$ cat config.mk
export PLATFORM = sky130hd
export DESIGN_NAME = reg_access_arb
export DESIGN_NICKNAME = d
export VERILOG_FILES = /design/src/rtl/reg_arb_pkg.sv /design/src/rtl/rr_arb2.sv /design/src/rtl/reg_access_arb.sv
export SDC_FILE = /design/constraint.sdc
export NUM_CORES = 1
export LEC_CHECK = 0
export ABC_AREA = 1
export CAP_MARGIN = 40
export CORE_ASPECT_RATIO = 1.4
export CORE_MARGIN = 1.5
export CORE_UTILIZATION = 27
export CTS_CLUSTER_DIAMETER = 30
export DETAILED_ROUTE_END_ITERATION = 16
export PLACE_DENSITY_LB_ADDON = 0.15
export SYNTH_ARGS = -nofsm -noshare
export SYNTH_HDL_FRONTEND = slang
export SYNTH_HIERARCHICAL = 1
export SYNTH_SLANG_ARGS = --single-unit
export TNS_END_PERCENT = 20
$ cat constraint.sdc
create_clock -name clk -period 1.6 [get_ports clk]
set_input_delay 0.32 -clock clk [delete_from_list [all_inputs] [get_ports clk]]
set_output_delay 0.32 -clock clk [all_outputs]
set_load 0.03 [all_outputs]
$ cat src/rtl/reg_arb_pkg.sv
// Shared types and constants for the register-file access arbiter.
// The FSM encodings are plain constants so older code can still compare against them.
package reg_arb_pkg;

  localparam int NUM_REGS  = 12;
  localparam int REG_WIDTH = 8;
  localparam int CAR_REG   = 11;
  localparam int AW        = $clog2(NUM_REGS);

  typedef logic [0:0] state_t;
  localparam state_t ST_INIT = 1'b0;
  localparam state_t ST_RUN  = 1'b1;

  typedef enum logic {
    PORT_CORE = 1'b0,
    PORT_DBG  = 1'b1
  } port_e;

  typedef logic [AW-1:0]        addr_t;
  typedef logic [REG_WIDTH-1:0] data_t;

endpackage

$ cat src/rtl/rr_arb2.sv
// Two-way round-robin arbiter. When both requesters are eligible, the port named
// by the pointer wins. The pointer moves past the winner on each advance strobe.
module rr_arb2
  import reg_arb_pkg::*;
(
  input  logic       clk,
  input  logic       rst,
  input  logic [1:0] elig,
  input  logic       advance,
  output logic [1:0] grant
);

  port_e rr_r;

  // one-hot grant: a lone eligible port wins outright, a tie goes to the pointer
  always_comb begin
    grant = 2'b00;
    if (elig == 2'b11) begin
      if (rr_r == PORT_DBG) begin
        grant = 2'b10;
      end else begin
        grant = 2'b01;
      end
    end else begin
      grant = elig;
    end
  end

  // pointer update on an accepted transfer
  always_ff @(posedge clk or posedge rst) begin
    if (rst) begin
      rr_r <= PORT_CORE;
    end else if (advance) begin
      rr_r <= port_e'(~grant[1]);
    end else begin
      rr_r <= rr_r;
    end
  end

endmodule

$ cat src/rtl/reg_access_arb.sv
// Sole owner of the register file ports: clears r1..rN-1 after reset, then arbitrates
// single-beat reads and writes from the core and debug ports, next to the ALU carry write.
module reg_access_arb
  import reg_arb_pkg::*;
#(
  parameter  int NUM_REGS  = 12,
  parameter  int REG_WIDTH = 8,
  parameter  int CAR_REG   = 11,
  localparam int AW        = $clog2(NUM_REGS)
) (
  input  logic                      clk,
  input  logic                      rst,
  input  logic [1:0]                req_valid,
  output logic [1:0]                req_ready,
  input  logic [1:0]                req_write,
  input  logic [1:0][AW-1:0]        req_addr,
  input  logic [1:0][REG_WIDTH-1:0] req_wdata,
  output logic [1:0]                rsp_valid,
  output logic [REG_WIDTH-1:0]      rsp_data,
  input  logic                      car_valid,
  input  logic [REG_WIDTH-1:0]      car_data,
  output logic                      init_done,
  output logic                      rf_reg_read,
  output logic [AW-1:0]             rf_rs_addr,
  output logic [AW-1:0]             rf_rt_addr,
  output logic                      rf_reg_write,
  output logic [AW-1:0]             rf_rd_addr,
  output logic [REG_WIDTH-1:0]      rf_rd_in,
  output logic                      rf_car_write,
  output logic [REG_WIDTH-1:0]      rf_car_in,
  input  logic [REG_WIDTH-1:0]      rf_rs_out
);

  localparam logic [AW-1:0] LAST_ADDR = AW'(NUM_REGS - 1);
  localparam logic [AW-1:0] CAR_ADDR  = AW'(CAR_REG);

  state_t        state_r;
  logic [AW-1:0] cnt_r;
  logic [1:0]    rsp_valid_r;
  logic [1:0]    elig_s;
  logic [1:0]    grant_s;
  logic          gnt_port_s;

  // a port that would race the ALU carry write on the carry register sits out this cycle
  always_comb begin
    elig_s = 2'b00;
    for (int p = 0; p < 2; p++) begin
      if ((state_r == ST_RUN) && req_valid[p] &&
          !(req_write[p] && (req_addr[p] == CAR_ADDR) && car_valid)) begin
        elig_s[p] = 1'b1;
      end else begin
        elig_s[p] = 1'b0;
      end
    end
  end

  rr_arb2 u_rr_arb2 (
    .clk     (clk),
    .rst     (rst),
    .elig    (elig_s),
    .advance (grant_s != 2'b00),
    .grant   (grant_s)
  );

  assign gnt_port_s = grant_s[1];
  assign req_ready  = grant_s;
  assign init_done  = (state_r == ST_RUN);
  assign rsp_valid  = rsp_valid_r;
  assign rsp_data   = rf_rs_out;

  // carry writes bypass arbitration entirely, even during init
  assign rf_car_write = car_valid;
  assign rf_car_in    = car_data;

  // register file port mux: the init clear sweep, or the single granted transfer
  always_comb begin
    rf_reg_read  = 1'b0;
    rf_rs_addr   = {AW{1'b0}};
    rf_reg_write = 1'b0;
    rf_rd_addr   = {AW{1'b0}};
    rf_rd_in     = {REG_WIDTH{1'b0}};
    if (state_r == ST_INIT) begin
      rf_reg_write = 1'b1;
      rf_rd_addr   = cnt_r;
    end else if (grant_s != 2'b00) begin
      if (req_write[gnt_port_s]) begin
        rf_reg_write = 1'b1;
        rf_rd_addr   = req_addr[gnt_port_s];
        rf_rd_in     = req_wdata[gnt_port_s];
      end else begin
        rf_reg_read = 1'b1;
        rf_rs_addr  = req_addr[gnt_port_s];
      end
    end else begin
      rf_reg_read  = 1'b0;
      rf_reg_write = 1'b0;
    end
  end

  assign rf_rt_addr = rf_rs_addr;

  // init sweep counter and FSM; RUN is left only through rst
  always_ff @(posedge clk or posedge rst) begin
    if (rst) begin
      state_r <= ST_INIT;
      cnt_r   <= AW'(1);
    end else begin
      case (state_r)
        ST_INIT: begin
          cnt_r <= cnt_r + AW'(1);
          if (cnt_r == LAST_ADDR) begin
            state_r <= ST_RUN;
          end else begin
            state_r <= ST_INIT;
          end
        end
        ST_RUN: begin
          state_r <= ST_RUN;
          cnt_r   <= cnt_r;
        end
        default: begin
          state_r <= ST_INIT;
          cnt_r   <= AW'(1);
        end
      endcase
    end
  end

  // read response flag follows the register file's one-cycle read latency
  always_ff @(posedge clk or posedge rst) begin
    if (rst) begin
      rsp_valid_r <= 2'b00;
    end else begin
      rsp_valid_r <= grant_s & ~req_write;
    end
  end

endmodule
Word level (Yosys, flattened, before mapping):

Cells that the tools add are included.

* register bits after elaboration: 8
* word-level logic and storage cells: 53

* add/sub/neg operators: 1
* order comparisons: 1
* equal/unequal tests: 4
* multiplexer cells: 28
* bitwise logic cells: 4
* reductions and logical operators: 11

Operator list (number)
* 8-bit 2-to-1 mux: 5
* 4-bit 2-to-1 mux: 9
* 4-bit == test, second input constant: 3
* 1-bit 2-to-1 mux: 11
* 1-bit logical AND: 8
* 4-bit by 1-bit adder with 4-bit output, second input constant: 1
* 2-bit 2-to-1 mux: 2
* 2-bit AND: 1
* 2-bit == test, second input constant: 1
* 1-bit zero test: 2
* 1-bit by 2-bit less-than comparator with 1-bit output, second input constant: 1
* 1-bit inverter: 2
* 2-bit inverter: 1
* 1-bit one-hot mux with 2 select lines: 1
* 2-bit nonzero test: 1

Depth between registers and ports, before layout:

* word-level depth: 13
* gate-level depth with buffers: 13

Modules after synthesis:

Netlist, hierarchy kept.

By module, submodules not included
* reg_access_arb: times used 1, cells each 132, area an instance 853.3 um^2
* rr_arb2: times used 1, cells each 11, area an instance 65.1 um^2

Least setup slack after synthesis:

OpenSTA, ideal clock, no wires.

* kind: register to output
* from: reg state_r, in the netlist init_done
* to: out rf_rt_addr[0]
* arrival: 2.609 ns
* data required time: 1.280 ns
* path slack: -1.329 ns
* stages on the path, launching flop included: 11
* buffers on the path: 2
* path through: dfrtp_1 > buf_4 > nand2_1 > a21oi_1 > inv_1 > a21oi_1 > nor2_2 > nor2_4 > nand2_2 > a21oi_1 > buf_4

* elaborated cells between the ends (all ways): 16

RTL lines
* from (decl): RTL line reg_access_arb.sv:37 `state_t state_r;`
* from (signal assigned): RTL line reg_access_arb.sv:105 `state_r <= ST_INIT;`
* from (signal assigned): RTL line reg_access_arb.sv:112 `state_r <= ST_RUN;`
* from (signal assigned): RTL line reg_access_arb.sv:114 `state_r <= ST_INIT;`
* 1-bit logical AND * (2 in a row): RTL line reg_access_arb.sv:48 `if ((state_r == ST_RUN) && req_valid[p] &&`
* 1-bit 2-to-1 mux *: RTL line reg_access_arb.sv:48
* named net elig_s[0]: RTL line reg_access_arb.sv:40 `logic [1:0] elig_s;`
* 2-bit == test: RTL line rr_arb2.sv:18 `if (elig == 2'b11) begin`
* 2-bit 2-to-1 mux *: RTL line rr_arb2.sv:18
* named net req_ready[0]: RTL line reg_access_arb.sv:14 `output logic [1:0] req_ready,`
* 2-bit nonzero test *: RTL line reg_access_arb.sv:85 `end else if (grant_s != 2'b00) begin`
* 4-bit 2-to-1 mux *: RTL line reg_access_arb.sv:85
* 4-bit 2-to-1 mux *: RTL line reg_access_arb.sv:82 `if (state_r == ST_INIT) begin`
* to (decl): RTL line reg_access_arb.sv:25 `output logic [AW-1:0] rf_rt_addr,`

The timed path passes the listed nets; every way through them passes the cells marked *. The select of a mux whose other input is x is not followed.

Worst setup path after layout:

* from: reg state_r, in the netlist init_done
* to: out rf_rt_addr[0]

* word-level cells in the longest chain between the ends: 10
* elaborated cells between the ends (all ways): 16

Ends and longest elaborated chain
* 1-bit logical AND * (2 in a row): RTL line reg_access_arb.sv:48
* 1-bit 2-to-1 mux *: RTL line reg_access_arb.sv:48
* named net elig_s[1]: RTL line reg_access_arb.sv:40
* 2-bit == test: RTL line rr_arb2.sv:18
* 2-bit 2-to-1 mux *: RTL line rr_arb2.sv:18
* 4-bit 2-to-1 mux (not written as such) or 1-bit 2-to-1 mux (tied branches) (2 in a row): RTL line reg_access_arb.sv:92, reg_access_arb.sv:86
* 4-bit 2-to-1 mux: RTL line reg_access_arb.sv:86 `if (req_write[gnt_port_s]) begin`
* 4-bit 2-to-1 mux *: RTL line reg_access_arb.sv:85
* 4-bit 2-to-1 mux *: RTL line reg_access_arb.sv:82

Marked as above.

==> results.ini <==
[setup_path]
max_stage_delay_ns=0.42
arrival_ns=1.92
slowest_stage=dfrtp_2
path_class=reg2out
worst-path-max-fanout=5
ff2ff_path_depth=10
r2r_slack_ns=0.22
rr_endpoint=u_rr_arb2/rr_r
r2r_start=init_done
cp_data_required_time_ns=1.28
critPathLaunchType=register
startpoint=init_done
crit_path_end_kind=output port
cp_cell_sequence=nand2_4 -> a21oi_4 -> nand2_2 -> nand2_4 -> nor2_2 -> buf_4 -> nor2_4 -> buf_6 -> nand2_8 -> a21oi_4 -> buf_6

[yosys]
synthTopCellsByArea=buf_4 20%, nand2_1 20%, dfrtp_1 19%, a21oi_2 7.6%, inv_1 7.4%
synth-edff-count=0
synth_top_area_share_pct=19.6
yosys_warnings=6
seq_area_frac_synth_pct=21.9
ys_async_sr_fraction_pct=100
postSynthRegisterBits=8
synth.cell_area_um2=918
postSynthAreaPerCell_um2=6.42
post-synth-top-count-cell=nand2_1
synthCells=143
ys_types=24
synth_nets=191
synth_flop_cell=dfrtp_1
yosys.area.top_type=buf_4
synth_common_cells=48 x nand2_1, 24 x buf_4, 18 x inv_1

[layout]
drive_above_1_share_pct=49.5
utilization_pct=58.0
seq_area_um2=203
n_fill_cell=321
area_delta_synth_final_pct=101
multi_input_area_um2=617
nNetsFinal=263
diodes=0

[clocking]
htree_levels=1
cts-root-buf=clkbuf_8
cts_buffers=3
clk-insertion-delay-late_ns=0.23
clk_pin_slew_worst_paths_ns=0.04
clock_path_buffers=2
clock_sinks=8
tritoncts=yes

[detailed_routing]
drtIter0Drc=4
avgViaCountPerCell=4.34
route.met2.wl_mm=1.55
wire_per_inst_um=11.3
route.met3.wl_um=194
drcViolationCount=0
wl_met1_mm=1.05
vias=1099
ant_nets=0
first_pass_iters=3
drt-total-wl_mm=2.86
routed.top_layer=met4

[pwr]
power_switching_share_pct=43.1
pwr-share-comb_pct=67.1
power.density_nw_per_um2=802
p_leak_nw=0.913
p_switching_w=0.000638
p_int_w=0.000842
seq_power_share_pct=15.2
pwr-share-clk_pct=17.6
peakVddDrop_uv=535
total_power_w=0.00148

[global_route]
grt_pass1_vias=1178
grt.overflow.total=0
antenna_found_initial=0
grt_pass1_wl_mm=4.71
grt_use_total_pct=15.9
grt_max_degree=14

[timing]
hold_violations=0
setup_slack_ns=-0.638
timing.slew.headroom_pct=79.9
rsz0062_at_grt=yes
setup_viol=24
fmax_mhz=447
drv_slew=0
max_slew.worst_pin.slew_ns=0.301
fin_crit_sh_pct=140
finalClockSkew_ns=0.00324
whs_ns=0.258
finalCriticalPeriod_ns=2.24

[floorplanning]
die_w_um=52.3
num_io_pins=91
num_rows=24
initial_core_util_pct=28.9
dieArea_um2=3770
core_area_um2=3180
die_h_um=72.0

[placement]
dp_slack_ns=-1.12
io_buffers=58
place.gp.congestion=0.737
dpl.hpwl_mm=2.31

[outcome]
status=finished, violations left
violations=negative setup slack

[hold_path]
hold_path.class=in2async

[job]
cap_violations=0

-- cell families (layout without fill, tap and decap cells) --
family          count (synthesis)  count (layout)  share of synthesized area, %
simple gates                   71              72                          32.7
flops                           8               8                          21.9
xor+xnor                        1               1                         0.954
fa+ha+maj                       1               1                          1.36
compound gates                 17              17                          14.0
buf+inv                        45             115                          29.0
-- layout make-up --
class / instances / share of cell area [%]
repair buffers: 91 / 46.3
multi-input cells: 91 / 33.4
flip-flops and latches: 8 / 11.0
inverters: 20 / 4.20
well taps: 39 / 2.64
clock buffers: 4 / 2.44
-- power groups by stage --
stage	clock network (W)	registers [W]	logic, W
after global placement	0	0.000227	0.000836
after detailed placement	0	0.000227	0.000844
final	0.000261	0.000225	0.000994
after global routing	0.000280	0.000227	0.00106
after CTS	0.000267	0.000225	0.000979
after floorplan	0	0.000238	0.000581
-- state kept, by name (all words and copies together) (netlist names) --
signal,cells
cnt_r,4
init_done,1
u_rr_arb2/rr_r,1
rsp_valid,2
-- what timing repair did --
item / CTS / global route
cloned: 1 / 0
resized for setup: 55 / 5
buffers inserted: 5 / 2
setup endpoints to repair: 26 / 25
hold buffers: 0 / 0
pin swaps: 10 / 9
-- layout by cell type (no fill, tap or decap), types with 3 or more instances in the layout --
cell type and n:
nor2_4 4, a21oi_2 9, dfrtp_1 6, inv_2 5, buf_4 30, buf_6 27, clkbuf_8 3, dlygate4sd2_1 13
nor2_2 4, nand2_1 42, inv_1 14, a21oi_4 4, nand2_2 5, nand3_1 4, nand2_4 3, nor2_1 3
clkdlybuf4s50_1 19
-- layer usage --
layer | up-vias | track usage [%]
met3 | 12 | 2.06
li1 | 557 | -
met2 | 45 | 31.3
met5 | - | 0
met1 | 485 | 15.8
met4 | 0 | 7.12
-- how the worst max path moves through the flow --
stage                          endpoint  slack (ns)  depth (start not counted)
after floorplan           rf_rt_addr[0]       -0.56                         13
after global placement     rf_reg_write       -1.09                         13
after detailed placement   rf_reg_write       -1.12                         13
after CTS                 rf_rt_addr[0]       -0.67                         12
after global routing      rf_rt_addr[0]       -0.75                         14
final                     rf_rt_addr[0]       -0.64                         11
-- critical path, delay by kind of cell (launching register included) --
| kind | cells | cell delay [ns] |
|---|---|---|
| buf+inv | 3 | 0.41 |
| flops | 1 | 0.42 |
| simple gates | 6 | 0.52 |
| compound gates | 2 | 0.33 |
-- per-stage QoR --
stage               TNS (ns)  area (um^2)  instances
floorplan             -10.73         1030        143
global placement      -22.16         1590        241
detailed placement    -22.48         1590        241
CTS                   -13.98         1810        251
global route          -15.99         1850        253
finish                -13.37         1850        253
Power figures use the tool's default switching activity.
